## config.mk

```make
export PLATFORM = sky130hd
export DESIGN_NAME = serial_adder_ctrl
export DESIGN_NICKNAME = d
export VERILOG_FILES = /design/src/rtl/serial_adder_ctrl.sv
export SDC_FILE = /design/constraint.sdc
export NUM_CORES = 1
export LEC_CHECK = 0
export ABC_AREA = 1
export ABC_CLOCK_PERIOD_IN_PS = 1750
export BUFFER_PORTS_ARGS = -buffer_cell sky130_fd_sc_hd__buf_2
export CAP_MARGIN = 20
export CORE_MARGIN = 4
export CORE_UTILIZATION = 53
export CTS_CLUSTER_DIAMETER = 150
export DETAILED_ROUTE_END_ITERATION = 7
export GPL_ROUTABILITY_DRIVEN = 0
export PLACE_DENSITY = 0.85
export SYNTH_ARGS = -nofsm -noshare
export SYNTH_HDL_FRONTEND = slang
export SYNTH_SLANG_ARGS = --single-unit
```

## constraint.sdc

```tcl
create_clock -name clk -period 1.75 [get_ports clk]
set_clock_uncertainty 0.1 [all_clocks]
set_input_delay 0.0875 -clock clk [delete_from_list [all_inputs] [get_ports clk]]
set_output_delay 0.0875 -clock clk [all_outputs]
set_load 0.05 [all_outputs]
```

## src/rtl/serial_adder_ctrl.sv

```systemverilog
// Bit-serial add/subtract sequencer: one full-adder cell, LSB first, WIDTH cycles per op.
// Operands and result move over valid/ready handshakes; flags are captured at completion.

module full_adder (
  input  logic a_i,
  input  logic b_i,
  input  logic c_i,
  output logic s_o,
  output logic c_o
);

  assign s_o = a_i ^ b_i ^ c_i;
  assign c_o = (a_i & b_i) | (a_i & c_i) | (b_i & c_i);

endmodule

module serial_adder_ctrl #(
  parameter int unsigned WIDTH = 8
) (
  input  logic             clk,
  input  logic             rst,
  input  logic             in_valid,
  output logic             in_ready,
  input  logic             op_sub,
  input  logic [WIDTH-1:0] op_a,
  input  logic [WIDTH-1:0] op_b,
  output logic             out_valid,
  input  logic             out_ready,
  output logic [WIDTH-1:0] result,
  output logic             carry_out,
  output logic             overflow,
  output logic             zero,
  output logic             busy
);

  localparam int unsigned CntW = (WIDTH > 1) ? $clog2(WIDTH) : 1;

  typedef enum logic [1:0] {
    StIdle,
    StRun,
    StDone
  } state_e;

  state_e state_q, state_d;

  logic [WIDTH-1:0] a_q, a_d;
  logic [WIDTH-1:0] b_q, b_d;
  logic [WIDTH-1:0] sh_q, sh_d;
  logic [WIDTH-1:0] res_q, res_d;
  logic [CntW-1:0]  cnt_q, cnt_d;
  logic             carry_q, carry_d;
  logic             cout_q, cout_d;
  logic             ovf_q, ovf_d;
  logic             zero_q, zero_d;

  logic fa_sum;
  logic fa_cout;
  logic last_bit;

  full_adder u_fa (
    .a_i(a_q[0]),
    .b_i(b_q[0]),
    .c_i(carry_q),
    .s_o(fa_sum),
    .c_o(fa_cout)
  );

  assign last_bit = (cnt_q == CntW'(WIDTH - 1));

  always_comb begin
    state_d = state_q;
    a_d     = a_q;
    b_d     = b_q;
    sh_d    = sh_q;
    res_d   = res_q;
    cnt_d   = cnt_q;
    carry_d = carry_q;
    cout_d  = cout_q;
    ovf_d   = ovf_q;
    zero_d  = zero_q;

    case (state_q)
      StIdle: begin
        if (in_valid) begin
          a_d     = op_a;
          b_d     = op_sub ? ~op_b : op_b;
          carry_d = op_sub;
          cnt_d   = '0;
          state_d = StRun;
        end
      end
      StRun: begin
        sh_d            = sh_q >> 1;
        sh_d[WIDTH-1]   = fa_sum;
        a_d             = a_q >> 1;
        b_d             = b_q >> 1;
        carry_d         = fa_cout;
        cnt_d           = cnt_q + CntW'(1);
        if (last_bit) begin
          // carry_q here is the carry into the MSB; flags live in their own regs so they
          // survive the next accept unchanged until the following completion.
          res_d   = sh_d;
          cout_d  = fa_cout;
          ovf_d   = carry_q ^ fa_cout;
          zero_d  = (sh_d == '0);
          state_d = StDone;
        end
      end
      StDone: begin
        if (out_ready) begin
          state_d = StIdle;
        end
      end
      default: state_d = StIdle;
    endcase
  end

  always_ff @(posedge clk) begin
    if (rst) begin
      state_q <= StIdle;
      a_q     <= '0;
      b_q     <= '0;
      sh_q    <= '0;
      res_q   <= '0;
      cnt_q   <= '0;
      carry_q <= 1'b0;
      cout_q  <= 1'b0;
      ovf_q   <= 1'b0;
      zero_q  <= 1'b0;
    end else begin
      state_q <= state_d;
      a_q     <= a_d;
      b_q     <= b_d;
      sh_q    <= sh_d;
      res_q   <= res_d;
      cnt_q   <= cnt_d;
      carry_q <= carry_d;
      cout_q  <= cout_d;
      ovf_q   <= ovf_d;
      zero_q  <= zero_d;
    end
  end

  // Handshake outputs decode registered state only.
  assign in_ready  = (state_q == StIdle);
  assign out_valid = (state_q == StDone);
  assign busy      = (state_q != StIdle);
  assign result    = res_q;
  assign carry_out = cout_q;
  assign overflow  = ovf_q;
  assign zero      = zero_q;

endmodule

```

Word level (Yosys, flattened, before mapping)
Cells that the tools add are included.
{"block": "totals", "latchBits": 0, "in_bits": 21, "regBits": 41, "memories": 0, "mem_bits_ro": 0, "mem_bits_rw": 0, "out_inout_bits": 14}
{"block": "classes", "n_eq_ne": 6, "bitwise": 9, "reduce_logical": 7, "order_cmp": 0, "addsub": 1, "mul": 0, "div": 0, "n_shift": 0, "muxes": 13}
{"op": "one-hot mux 8 bit (2 select lines)", "n": 2}
{"op": "2-to-1 mux 8 bit", "n": 3}
{"op": "zero test 8 bit", "n": 1}
{"op": "NOT 8 bit", "n": 1}
{"op": "2-to-1 mux 2 bit", "n": 3}
{"op": "one-hot mux 2 bit (3 select lines)", "n": 1}
{"op": "one-hot mux 3 bit (2 select lines)", "n": 1}
{"op": "!= test 2 bit (second input constant)", "n": 2}
{"op": "AND reduction 2 bit", "n": 2}
{"op": "nonzero test 2 bit", "n": 2}
{"op": "adder 3 x 1 -> 3 bit (second input constant)", "n": 1}
{"op": "AND 1 bit", "n": 3}
{"op": "== test 3 bit (second input constant)", "n": 1}
{"op": "2-to-1 mux 3 bit", "n": 1}
{"op": "AND reduction 3 bit", "n": 1}
{"op": "bitwise XOR 1 bit", "n": 3}
{"op": "== test 2 x 1 -> 1 bit (second input constant)", "n": 1}
{"op": "== test 2 bit (second input constant)", "n": 1}
{"op": "zero test 2 bit", "n": 1}
{"op": "!= test 2 x 1 -> 1 bit (second input constant)", "n": 1}
{"op": "OR 1 bit", "n": 2}
{"op": "one-hot mux 1 bit (2 select lines)", "n": 1}
{"op": "2-to-1 mux 1 bit", "n": 1}

Logic depth before layout (Yosys ltp)
{"block": "depth", "ltp_word": 4, "mapped_depth": 8, "mapped_depth_nobuf": 7}

Hierarchy
Synthesis repeated with hierarchy kept, for this count alone.
{"block": "hier_totals", "hier_cells": 252, "hier_area_um2": 1824.2}
{"module": "serial_adder_ctrl", "area_per_inst_um2": 1804.2, "cells_each": 251, "seq_area_each_um2": 800.8, "instances": 1}
{"module": "full_adder", "area_per_inst_um2": 20.0, "cells_each": 1, "seq_area_each_um2": 0.0, "instances": 1}

Worst setup path before layout
OpenSTA, ideal clock, no wires.
{"block": "synth_path", "kind": "register to register", "startpoint": "reg state_q[1]", "endpoint": "reg state_q[1]", "arrival_time_ns": 1.428, "stages_incl_launch_ff": 5, "setup_slack_ns": 0.152, "t_required_ns": 1.579, "setup_ns": 0.071, "path_buffers": 0, "path_cell_list": "dfxtp_1 > inv_2 > nor2_1 > nand2_1 > a21oi_1"}
{"block": "synth_via", "elab_chain_cells": 3}
{"element": "start, declared", "line": "44", "source": "state_e state_q, state_d;"}
{"element": "start signal, assigned", "line": "120", "source": "state_q <= StIdle;"}
{"element": "start signal, assigned", "line": "131", "source": "state_q <= state_d;"}
{"element": "== test 2 bit (*)"}
{"element": "named net out_valid", "line": "27", "source": "output logic out_valid,"}
{"element": "!= test 2 x 1 -> 1 bit (no source line)"}
{"element": "AND reduction 3 bit (no source line)"}
The timed path passes the listed nets; every way through them passes the cells marked *.
A chain may end at the register's enable or synchronous reset.

Worst setup path in the final report
{"block": "layout_path", "startpoint": "reg state_q[1]", "endpoint": "out out_valid"}
{"block": "layout_via", "elab_chain_cells": 1}
{"element": "== test 2 bit", "line": "146", "source": "assign out_valid = (state_q == StDone);"}
{"element": "end, declared", "line": "27"}
No other way between the ends.

==> impl_metrics.env <==
export IMPL_clk_pin_slew_ns=0.11
export IMPL_required_ns=1.56
export IMPL_worst_path_max_fanout=5
export IMPL_min_path_cells=5
export IMPL_critPathCaptureType="output pin"
export IMPL_r2r_start="cnt_q[0]$_SDFFE_PP0P_"
export IMPL_critical_path_top_delay_family="flip-flops"
export IMPL_grt_total_usage_pct=20.6
export IMPL_maxCapViolCount=0
export IMPL_num_vias=1685
export IMPL_cts_setup_buffers=0
export IMPL_dp_hpwl_um=2490
export IMPL_grt_first_pass_wirelength_um=6730
export IMPL_drive_gt1_share_pct=17.9
export IMPL_critPathKind="reg -> out"
export IMPL_synth_avg_cell_area_um2=7.33
export IMPL_synthCells=240
export IMPL_finalSetupTns_ns=0
export IMPL_synthToLayoutAreaGrowth_pct=21.6
export IMPL_ant_nets=0
export IMPL_status="completed"
export IMPL_period_share_pct=89.3
export IMPL_start_kind="flop"
export IMPL_grt_max_degree=28
export IMPL_antenna_found_initial=0
export IMPL_slowest_delay_ns=0.47
export IMPL_first_iter_violations=107
export IMPL_die_h_um=65.6
export IMPL_synth_main_ff_cell="dfxtp_1"
export IMPL_timing_rr_end="overflow$_SDFFE_PP0P_"
export IMPL_fin_nets=309
export IMPL_finalWorstSetupSlack_ns=0.187
export IMPL_r2r_slack_ns=0.19
export IMPL_gr_total_overflow=0
export IMPL_cts_max_path_buffers=2
export IMPL_core_area_mm2=0.00310
export IMPL_rsz0062_at_grt="false"
export IMPL_routedWlPerCell_um=11.6
export IMPL_synth_yosys_seq_area_share_pct=45.5
export IMPL_arrival_ns=1.38
export IMPL_synth_edf_count=0
export IMPL_final_core_util_pct=68.9
export IMPL_htreeDepth=2
export IMPL_io_buffers=34
export IMPL_finalSetupViolCount=0
export IMPL_critPathSlowestCell="dfxtp_1"
export IMPL_ir_drop_v=0.000640
export IMPL_hold_buffers=13
export IMPL_synth_area_mm2=0.00176
export IMPL_rr_worst_depth=6
export IMPL_dp_slack_ns=0.232
export IMPL_worstHoldStart="op_b[2]"
export IMPL_hold_path_class="in -> reg"
export IMPL_ctsResizeCount=0
export IMPL_fmax_mhz=640
export IMPL_synth_seq_cells=40
export IMPL_finalPower_w=0.00170
export IMPL_path_buf_inv=2
export IMPL_synth_top_area_share_pct=45.5
export IMPL_min_to="b_q[2]$_SDFFE_PP0P_"
export IMPL_syn_nets=264
export IMPL_ys_top_cells_by_area="dfxtp_1 46%, nand2_1 12%, nand3_1 8.8%"
export IMPL_root_buffer="clkbuf_4"
export IMPL_cts_buffers=5
export IMPL_via_per_inst=5.12
export IMPL_path_cells="inv_2 > nor2_1 > buf_2"
export IMPL_dieArea_mm2=0.00430
export IMPL_grt_pass1_vias=1584
export IMPL_yosysWarnings=0
export IMPL_report_final_slew_viol_count=0
export IMPL_clk_latency_ns=0.34
export IMPL_period_needed_ns=1.56
export IMPL_tritoncts="done"
export IMPL_tightest_slew_ns=0.456
export IMPL_io_pins=35
export IMPL_cts_sinks=40
export IMPL_power_leakage_nw=0.978
export IMPL_power_density_mw_per_mm2=793
export IMPL_yosys_area_top_type="dfxtp_1"
export IMPL_row_count=20
export IMPL_slew_headroom_pct=69.5
export IMPL_diodes=0
export IMPL_drc=0
export IMPL_yosys_cell_types_count=20
export IMPL_initial_core_util_pct=56.7
export IMPL_hold_viol=0
export IMPL_routed_wl_um=3810
export IMPL_place_inst=309
export IMPL_fin_cells=329
export IMPL_synthArstFlopShare_pct=0
export IMPL_dr_pass1_iters=4
export IMPL_die_w_um=65.6
cells by family after synthesis:
family | count (synthesis) | synth area share, %
xor+xnor | 7 | 3.49
flops | 40 | 45.5
fa+ha+maj | 3 | 2.56
buf+inv | 27 | 6.90
compound gates | 35 | 10.9
simple gates | 128 | 30.7
state kept, by name, indices dropped and copies added (netlist names):
signal     count
state_q        2
zero           1
carry_q        1
sh_q           7
b_q            8
carry_out      1
a_q            8
result         8
cnt_q          3
overflow       1
report_power, final:
| part | internal, W | switching (W) | total, W |
|---|---|---|---|
| registers | 0.000956 | 0.0000351 | 0.000991 |
| clock network | 0.000148 | 0.000280 | 0.000428 |
| logic | 0.000117 | 0.000160 | 0.000277 |
cell type report:
class / count / area (um2)
fillers: 283 / 965
multi-input cells: 173 / 837
flip-flops and latches: 40 / 801
repair buffers: 52 / 350
well taps: 44 / 55.1
inverters: 13 / 48.8
clock buffers: 6 / 41.3
clock inverters: 1 / 5.00
per-layer routing:
layer,vias up,global-route usage (%),routed length (um)
met1,765,22.8,1690
li1,866,-,-
met2,49,36.2,1860
met4,0,8.55,59
met3,5,6.32,202
met5,-,0,0
per-stage QoR:
step / hold slack, ns / cell area [um2]
2_1_floorplan: 0.131 / 1760
3_3_place_gp: 0.240 / 1960
3_5_place_dp: 0.270 / 1960
4_1_cts: 0.00201 / 2140
5_1_grt: 0.0151 / 2140
6_report: 0.00581 / 2140
cell usage in the layout (no fill, tap or decap), types with 4 or more instances in the layout:
cell type,Yosys,final
a21oi_1,16,16
a31oi_1,7,7
buf_2,7,34
buf_4,3,4
clkbuf_4,0,5
dfxtp_1,40,40
dlygate4sd3_1,0,13
inv_1,11,11
nand2_1,57,57
nand3_1,31,31
nor2_1,36,36
o21ai_0,9,9
xnor2_1,6,6
worst register-to-register path, cell delays in order, from the launching register on:
cell and delay (ns):
dfxtp_1 0.38, ha_1 0.17, ha_1 0.16, nand3_1 0.15, inv_1 0.29, o21ai_0 0.13
a21oi_1 0.13
worst max path at each step:
stage / start / to / slack, ns / depth (start not counted)
after floorplan: state_q[1]$_SDFFE_PP0P_ / state_q[1]$_SDFFE_PP0P_ / 0.15 / 4
after global placement: cnt_q[0]$_SDFFE_PP0P_ / overflow$_SDFFE_PP0P_ / 0.31 / 6
after detailed placement: cnt_q[0]$_SDFFE_PP0P_ / result[7]$_SDFFE_PP0P_ / 0.23 / 6
after CTS: state_q[1]$_SDFFE_PP0P_ / out_valid / 0.19 / 3
after global routing: cnt_q[0]$_SDFFE_PP0P_ / overflow$_SDFFE_PP0P_ / 0.05 / 6
final: state_q[1]$_SDFFE_PP0P_ / out_valid / 0.19 / 3
cell usage after synthesis (3+ instances only):
cell / count
nor2_1: 36
o21ai_0: 9
a31oi_1: 7
inv_1: 11
dfxtp_1: 40
buf_4: 3
nand3_1: 31
xnor2_1: 6
nand2_1: 57
a21oi_1: 16
clkbuf_1: 4
buf_2: 7
(Power assumes the default switching activity.)
